[config.mk]
export PLATFORM = sky130hd
export DESIGN_NAME = nibble_chain_add_ctrl
export DESIGN_NICKNAME = d
export VERILOG_FILES = /design/src/rtl/nibble_chain_add_ctrl.sv
export SDC_FILE = /design/constraint.sdc
export NUM_CORES = 1
export LEC_CHECK = 0
export CAP_MARGIN = 40
export CORE_ASPECT_RATIO = 0.6
export CORE_MARGIN = 2
export CORE_UTILIZATION = 46
export CTS_CLUSTER_SIZE = 14
export DETAILED_ROUTE_END_ITERATION = 10
export HOLD_SLACK_MARGIN = 0.08
export PLACE_DENSITY = 0.79
export RECOVER_POWER = 25
export SETUP_SLACK_MARGIN = 0.5
export SLEW_MARGIN = 20
export SYNTH_ARGS = -nofsm -noshare
export SYNTH_HDL_FRONTEND = slang
export SYNTH_SLANG_ARGS = --single-unit
export TNS_END_PERCENT = 5
[constraint.sdc]
create_clock -name clk_i -period 2.4 [get_ports clk_i]
set_input_delay 0.6 -clock clk_i [delete_from_list [all_inputs] [get_ports clk_i]]
set_output_delay 0.6 -clock clk_i [all_outputs]
set_load 0.005 [all_outputs]
[src/rtl/nibble_chain_add_ctrl.sv]
// Sequences a wide addition through an external 4-bit adder, one nibble per clock, LSB first.
// Operands arrive and results leave over independent valid/ready handshakes.
module nibble_chain_add_ctrl #(
  parameter int unsigned NIBBLES = 4
) (
  input  logic                 clk_i,
  input  logic                 rst_i,
  input  logic                 in_valid_i,
  output logic                 in_ready_o,
  input  logic [4*NIBBLES-1:0] in_a_i,
  input  logic [4*NIBBLES-1:0] in_b_i,
  input  logic                 in_cin_i,
  output logic                 out_valid_o,
  input  logic                 out_ready_i,
  output logic [4*NIBBLES-1:0] out_sum_o,
  output logic                 out_cout_o,
  output logic                 out_ovf_o,
  output logic [3:0]           add_a_o,
  output logic [3:0]           add_b_o,
  output logic                 add_cin_o,
  output logic                 add_enable_o,
  input  logic [3:0]           add_sum_i,
  input  logic                 add_cout_i
);

  localparam int unsigned W    = 4 * NIBBLES;
  localparam int unsigned IdxW = (NIBBLES > 1) ? $clog2(NIBBLES) : 1;
  localparam logic [IdxW-1:0] LastIdx = IdxW'(NIBBLES - 1);

  typedef enum logic [1:0] {StIdle, StRun, StDone} state_e;

  state_e          state_q, state_d;
  logic [IdxW-1:0] idx_q, idx_d;
  logic [W-1:0]    op_a_q, op_a_d;
  logic [W-1:0]    op_b_q, op_b_d;
  logic            cin_q, cin_d;
  logic            carry_q, carry_d;
  logic [W-1:0]    sum_q, sum_d;
  logic            cout_q, cout_d;
  logic            ovf_q, ovf_d;

  always_comb begin
    state_d      = state_q;
    idx_d        = idx_q;
    op_a_d       = op_a_q;
    op_b_d       = op_b_q;
    cin_d        = cin_q;
    carry_d      = carry_q;
    sum_d        = sum_q;
    cout_d       = cout_q;
    ovf_d        = ovf_q;
    in_ready_o   = 1'b0;
    out_valid_o  = 1'b0;
    add_a_o      = 4'h0;
    add_b_o      = 4'h0;
    add_cin_o    = 1'b0;
    add_enable_o = 1'b1;

    unique case (state_q)
      StIdle: begin
        in_ready_o = 1'b1;
        if (in_valid_i) begin
          op_a_d  = in_a_i;
          op_b_d  = in_b_i;
          cin_d   = in_cin_i;
          idx_d   = '0;
          state_d = StRun;
        end
      end

      StRun: begin
        add_enable_o = 1'b0;
        add_cin_o    = (idx_q == '0) ? cin_q : carry_q;
        // Decode the slice index explicitly so every select is constant.
        for (int unsigned i = 0; i < NIBBLES; i++) begin
          if (idx_q == IdxW'(i)) begin
            add_a_o          = op_a_q[4*i +: 4];
            add_b_o          = op_b_q[4*i +: 4];
            sum_d[4*i +: 4]  = add_sum_i;
          end
        end
        carry_d = add_cout_i;
        if (idx_q == LastIdx) begin
          cout_d  = add_cout_i;
          ovf_d   = (op_a_q[W-1] == op_b_q[W-1]) && (add_sum_i[3] != op_a_q[W-1]);
          state_d = StDone;
        end else begin
          idx_d = idx_q + 1'b1;
        end
      end

      StDone: begin
        out_valid_o = 1'b1;
        if (out_ready_i) begin
          state_d = StIdle;
        end
      end

      default: state_d = StIdle;
    endcase

    if (rst_i) begin
      in_ready_o = 1'b0;
    end
  end

  always_ff @(posedge clk_i) begin
    if (rst_i) begin
      state_q <= StIdle;
      idx_q   <= '0;
      op_a_q  <= '0;
      op_b_q  <= '0;
      cin_q   <= 1'b0;
      carry_q <= 1'b0;
      sum_q   <= '0;
      cout_q  <= 1'b0;
      ovf_q   <= 1'b0;
    end else begin
      state_q <= state_d;
      idx_q   <= idx_d;
      op_a_q  <= op_a_d;
      op_b_q  <= op_b_d;
      cin_q   <= cin_d;
      carry_q <= carry_d;
      sum_q   <= sum_d;
      cout_q  <= cout_d;
      ovf_q   <= ovf_d;
    end
  end

  assign out_sum_o  = sum_q;
  assign out_cout_o = cout_q;
  assign out_ovf_o  = ovf_q;

endmodule

==> summary.md, run 1 <==
| Metric | Value |
|---|---|
| Register area | `1130 um2` |
| Num Clock Sinks | `56` |
| Seq/Total Area, Yosys | `47.0%` |
| Area Overhead vs Synth | `42.3%` |
| Period utilisation layout | `96.5%` |
| Clock transition at path regs | `0.10 ns` |
| Max Fclk | `432 MHz` |
| Critical path class | `reg2out` |
| Worst rel slew slack | `57.3%` |
| Final ANT Viol Nets | `0` |
| Final Hold Slack | `0.463 ns` |
| Setup ws final | `0.0830 ns` |
| CTS Buffer Depth | `2` |
| RSZ-0062 raised after global routing | `true` |
| Hold path cells | `2` |
| GR Util All Layers | `23.4%` |
| Initial antenna violation count | `0` |
| Synth area leader | `dfxtp_1` |
| GPL Wtd Cong | `0.816` |
| H-Tree Depth | `2` |
| Final HPWL DP | `4.67 mm` |
| Placed cell areas | `3180 um2` |
| Leak | `1.27 nW` |
| Outcome | `complete, no violations` |
| Number of synthesized register bits | `56` |
| Io pins | `72` |
| Pre-CTS setup slack | `-0.0935 ns` |
| Gr ovfl total | `0` |
| PortBufs | `71` |
| Initial core utilization | `47.4%` |
| Die Span Y | `59.8 um` |
| Drt total wl | `6.55 mm` |
| Pin count of the biggest net entering global routing | `57` |
| WL/cell | `15.0 um` |
| Mapped Avg Cell Area | `7.98 um2` |
| Post-synthesis cell count | `299` |
| Worst-Margin Slew | `0.641 ns` |
| Core outline area | `5030 um2` |
| CP Data Required Time | `1.80 ns` |
| Post-synthesis net count | `345` |
| Critical Path AT | `1.72 ns` |
| Fraction of layout cells with a size suffix above 1 | `15.1%` |
| Nets | `416` |
| Synth cell types | `29` |
| Setup-failing EPs final | `0` |
| Row cnt | `20` |
| Die Area | `5800 um2` |
| Peak VDD IR | `268 uV` |
| Global-route wire length before repair | `10.8 mm` |
| CP max FO | `8` |
| Fill cells | `454` |
| PwrDens | `576 nW/um2` |
| Die Width | `97.0 um` |
| Max-Cap Viols | `0` |
| Final worst path period need | `2.32 ns` |
| CTS tree | `built` |
| Multi-input gate area | `1240 um2` |
| Max-slew violation count | `0` |
| Post-Syn Area | `2390 um2` |
| Residual DRC | `0` |
| CP Capture Type | `output port` |
| Synth warn | `0` |
| CP startpoint kind | `flop` |
| Root Driver | `clkbuf_8` |
| Final design instance area without fill | `3400 um2` |
| Worst r2r path cells | `6` |
| Hold Vio Cnt, Final | `0` |
| Inserted Clock Buffers | `5` |
| Worst skew pair latency | `0.31 ns` |
| Post-CTS Setup Inserts | `0` |
| Vias after detailed routing | `2358` |
| N_diodes | `0` |
| Number of global-route vias before repair | `2231` |
| Top cells by area, synth | `dfxtp_1, nand2_1, a21oi_1, nand3_1, a221oi_1` |
| Iteration-0 DRC Markers | `109` |
| Tightest Hold Check Type | `reg2reg` |
| Post-DR vias/cell | `5.40` |
| Post-synth top area share | `47.0%` |
| Setup Skew | `0.00698 ns` |
| Drt pass-1 iters | `4` |
[per-layer routing]
layer	vias to the layer above	global-route usage (%)	wire, um
li1	1166	-	-
met1	1103	31.0	3030
met2	83	38.3	2990
met3	6	5.96	468
met4	0	7.24	68
met5	-	0	0
[cells in the mapped netlist]
master	count
a21oi_1	51
a221oi_1	8
a31oi_1	1
and2b_1	1
and3b_1	1
buf_1	1
buf_2	9
buf_6	4
clkbuf_1	9
clkbuf_2	1
dfxtp_1	56
ha_1	4
inv_1	4
mux2i_1	5
nand2_1	84
nand2b_1	1
nand3_1	19
nand3b_1	4
nor2_1	8
nor2b_1	2
nor3_1	3
nor3b_1	2
nor3b_4	1
nor4b_1	1
o21ai_0	9
o31ai_1	6
o32ai_1	2
or3_1	1
or3b_1	1
[cells by family after synthesis]
family	Yosys count	share of synthesized area (%)
simple gates	129	24.2
compound gates	77	18.4
flops	56	47.0
buf+inv	28	6.19
mux	5	2.10
fa+ha+maj	4	2.10
[state kept, by name, summed over array words and instances, names as in the netlist]
register,cells
out_ovf_o,1
out_sum_o,16
op_a_q,16
cin_q,1
out_cout_o,1
state_q,2
carry_q,1
idx_q,2
op_b_q,16
[power breakdown]
group	switching (W)	internal (W)	total, W
clock network	0.000296	0.000310	0.000606
registers	0.0000328	0.000974	0.00101
logic	0.000172	0.000172	0.000344
[path summary, 6_finish.rpt]
path                startpoint           end  slack [ns]
setup / recovery      idx_q[0]    add_b_o[1]        0.08
hold / removal    out_sum_o[2]  out_sum_o[2]        0.46
hold reg to reg   out_sum_o[2]  out_sum_o[2]        0.46
setup reg to reg      idx_q[0]     out_ovf_o        0.75
[critical path: stages, from the launching register on]
cell	delay [ns]
dfxtp_4	0.40
inv_4	0.05
ha_4	0.15
nor2b_4	0.12
buf_8	0.14
a221oi_2	0.28
o31ai_1	0.12
buf_2	0.14
[stage by stage]
step | power, W | instances | util [%] | TNS [ns]
after floorplan | 0.00118 | 299 | - | 0
after global placement | 0.00132 | 429 | 63.3 | -0.0120
after detailed placement | 0.00133 | 429 | 63.3 | -0.195
after CTS | 0.00195 | 437 | 67.1 | 0
after global routing | 0.00204 | 437 | 67.5 | 0
final | 0.00196 | 437 | 67.5 | 0
[timing repair]
item	4_1_cts	5_1_grt
hold buffers	0	0
endpoints found under the setup margin	12	12
gates cloned	0	0
gates resized for setup	63	4
pin swaps	13	4
[cells in the final DEF (no fill, tap or decap), types with 3 or more instances in the layout]
cell	count
a21oi_1	51
a221oi_2	7
buf_2	9
buf_4	11
clkbuf_8	5
clkdlybuf4s50_1	61
dfxtp_1	54
mux2i_1	5
nand2_1	84
nand3_1	19
nand3b_1	4
nor2_1	8
nor3_1	3
o21ai_0	9
o31ai_1	3
o31ai_2	3
[area by class of cell]
class	count	area share [%]
multi-input cells	215	36.6
clock buffers	6	2.14
clock inverters	2	1.03
inverters	4	0.590
flip-flops and latches	56	33.2
well taps	66	2.43
repair buffers	88	24.0
Note: power is estimated with default switching activity, not from simulation.
==> run 2: changes to the inputs <==
CAP_MARGIN = 25   (was 40)
CORE_ASPECT_RATIO = not set   (was 0.6)
CTS_CLUSTER_SIZE = not set   (was 14)
==> summary.md, run 2 (synthesized netlist as in run 1, its figures left out) <==
| Metric | Value |
|---|---|
| Most common cell after layout, fill and taps aside | `nand2_1` |
| M2 GR Usage | `36.3% (-2.0 points)` |
| Initial antenna violation count | `0 (unchanged)` |
| Vias after detailed routing | `2377 (+0.81%)` |
| Max-Cap Viols | `0 (unchanged)` |
| Inserted Clock Buffers | `5 (unchanged)` |
| CP max FO | `8 (unchanged)` |
| Worst skew pair latency | `0.30 ns (about the same)` |
| CP Data Required Time | `1.80 ns (about the same)` |
| GPL Wtd Cong | `0.831 (+1.9%)` |
| Setup Skew | `0.00807 ns (+0.00109 ns)` |
| Busiest grt layer | `met2` |
| Io pins | `72 (unchanged)` |
| Root Driver | `clkbuf_8` |
| Outcome | `complete, no violations` |
| Period utilisation layout | `98.1% (+1.5 points)` |
| Final worst path period need | `2.35 ns (+0.0367 ns)` |
| Multi-input gate area | `1230 um2 (-0.80%)` |
| Final Non-Filler Cells | `441 (+0.92%)` |
| Final ANT Viol Nets | `0 (unchanged)` |
| Gr ovfl total | `0 (unchanged)` |
| Worst-Margin Slew | `0.633 ns (-0.00799 ns)` |
| CP Capture Type | `output port` |
| Fraction of layout cells with a size suffix above 1 | `14.3% (-0.81 points)` |
| Core outline area | `5040 um2 (+0.25%)` |
| Die Span Y | `76.0 um (+27%)` |
| Area Overhead vs Synth | `44.1%` |
| Final HPWL DP | `4.12 mm (-12%)` |
| Number of global-route vias before repair | `2144 (-3.9%)` |
| Most frequent cells in the layout | `nand2_1, clkdlybuf4s50_1, dfxtp_1` |
| Num Clock Sinks | `56 (unchanged)` |
| DP Cell Count | `431 (+0.47%)` |
| Drt total wl | `6.60 mm (+0.67%)` |
| CTS Buffer Depth | `2 (unchanged)` |
| Critical Path AT | `1.75 ns (+0.03 ns)` |
| Post-DR vias/cell | `5.39 (-0.11%)` |
| CTS tree | `built` |
| GR Util All Layers | `21.9% (-1.5 points)` |
| Tightest Hold Check Type | `reg2reg` |
| Row cnt | `26 (+30%)` |
| Residual DRC | `0 (unchanged)` |
| Initial core utilization | `47.3% (-0.12 points)` |
| Die Area | `5780 um2 (-0.33%)` |
| GR Util met3 | `3.44% (-2.5 points)` |
| Critical path class | `reg2out` |
| Fill cells | `404 (-11%)` |
| WL/cell | `15.0 um (-0.24%)` |
| Peak VDD IR | `306 uV (+14%)` |
| H-Tree Depth | `2 (unchanged)` |
| Clock transition at path regs | `0.10 ns (about the same)` |
| Register area | `1120 um2 (-0.22%)` |
| Die Width | `76.0 um (-22%)` |
| Worst rel slew slack | `57.8% (+0.53 points)` |
| Nets | `416 (unchanged)` |
| Global-route wire length before repair | `10.4 mm (-3.7%)` |
| Setup-failing EPs final | `0 (unchanged)` |
| N_diodes | `0 (unchanged)` |
| RSZ-0062 raised after global routing | `true` |
| PortBufs | `71 (unchanged)` |
| Leak | `1.31 nW (+2.6%)` |
| Max-slew violation count | `0 (unchanged)` |
| Iteration-0 DRC Markers | `142 (+30%)` |
| Power, Total | `0.00202 W (+3.2%)` |
| PwrDens | `587 nW/um2 (+2.0%)` |
| Pin count of the biggest net entering global routing | `57 (unchanged)` |
| CP startpoint kind | `flop` |
| Hold Vio Cnt, Final | `0 (unchanged)` |
| M1 GR Usage | `29.5% (-1.5 points)` |
| Drt pass-1 iters | `5 (+1)` |
| Max Fclk | `425 MHz (-1.6%)` |
run 2: final timing paths:
| check | from | cells past startpoint | endpoint | slack [ns] |
|---|---|---|---|---|
| worst min register to register | op_a_q[10] | 2 | op_a_q[10] | 0.46 |
| worst max-delay path | idx_q[1] | 8 | add_b_o[3] | 0.05 |
| worst max register to register | idx_q[0] | 6 | idx_q[0] | 0.68 |
| worst min-delay path | op_a_q[10] | 2 | op_a_q[10] | 0.46 |
run 2: layout make-up:
type | instances | share of cell area [%]
clock buffers | 7 | 2.80
clock inverters | 1 | 0.873
inverters | 4 | 0.509
multi-input cells | 215 | 35.9
flip-flops and latches | 56 | 32.7
well taps | 70 | 2.55
repair buffers | 88 | 24.7
run 2: repair_timing:
item | CTS | global route
hold buffers | 0 | 0
pin swaps | 13 | 4
buffers inserted | 2 | 0
gates resized for setup | 46 | 22
endpoints found under the setup margin | 12 | 12
run 2: routing by layer:
metal | up-vias | wire (um) | part of all wire (%)
li1 | 1162 | - | -
met1 | 1118 | 2830 | 43
met2 | 85 | 3300 | 50
met3 | 12 | 358 | 5.4
met4 | 0 | 111 | 1.7
met5 | - | 0 | 0
run 2: worst max-delay path, stage by stage (launching register included):
cell and delay [ns]:
dfxtp_2 0.36, inv_2 0.06, ha_2 0.19, nor2b_4 0.12, buf_8 0.15, buf_6 0.10, a221oi_2 0.05, o32ai_1 0.25
buf_2 0.17
run 2: per-stage QoR:
stage / utilization (%) / worst slack (ns) / cell area (um2) / hold WS [ns] / TNS (ns)
global placement: 63.0 / 0.0280 / 3170 / 0.440 / 0
finish: 68.2 / 0.0463 / 3440 / 0.457 / 0
global route: 68.2 / 0.00107 / 3440 / 0.476 / 0
detailed placement: 63.0 / -0.0349 / 3170 / 0.444 / -0.0395
floorplan: - / 0.504 / 2390 / 0.433 / 0
CTS: 67.8 / 0.0632 / 3420 / 0.458 / 0
run 2: report_power, final:
part           internal, W  total, W  switching [W]
Sequential        0.000975   0.00101      0.0000321
Clock             0.000368  0.000661       0.000292
Combinational     0.000179  0.000352       0.000173
Total              0.00152   0.00202       0.000498
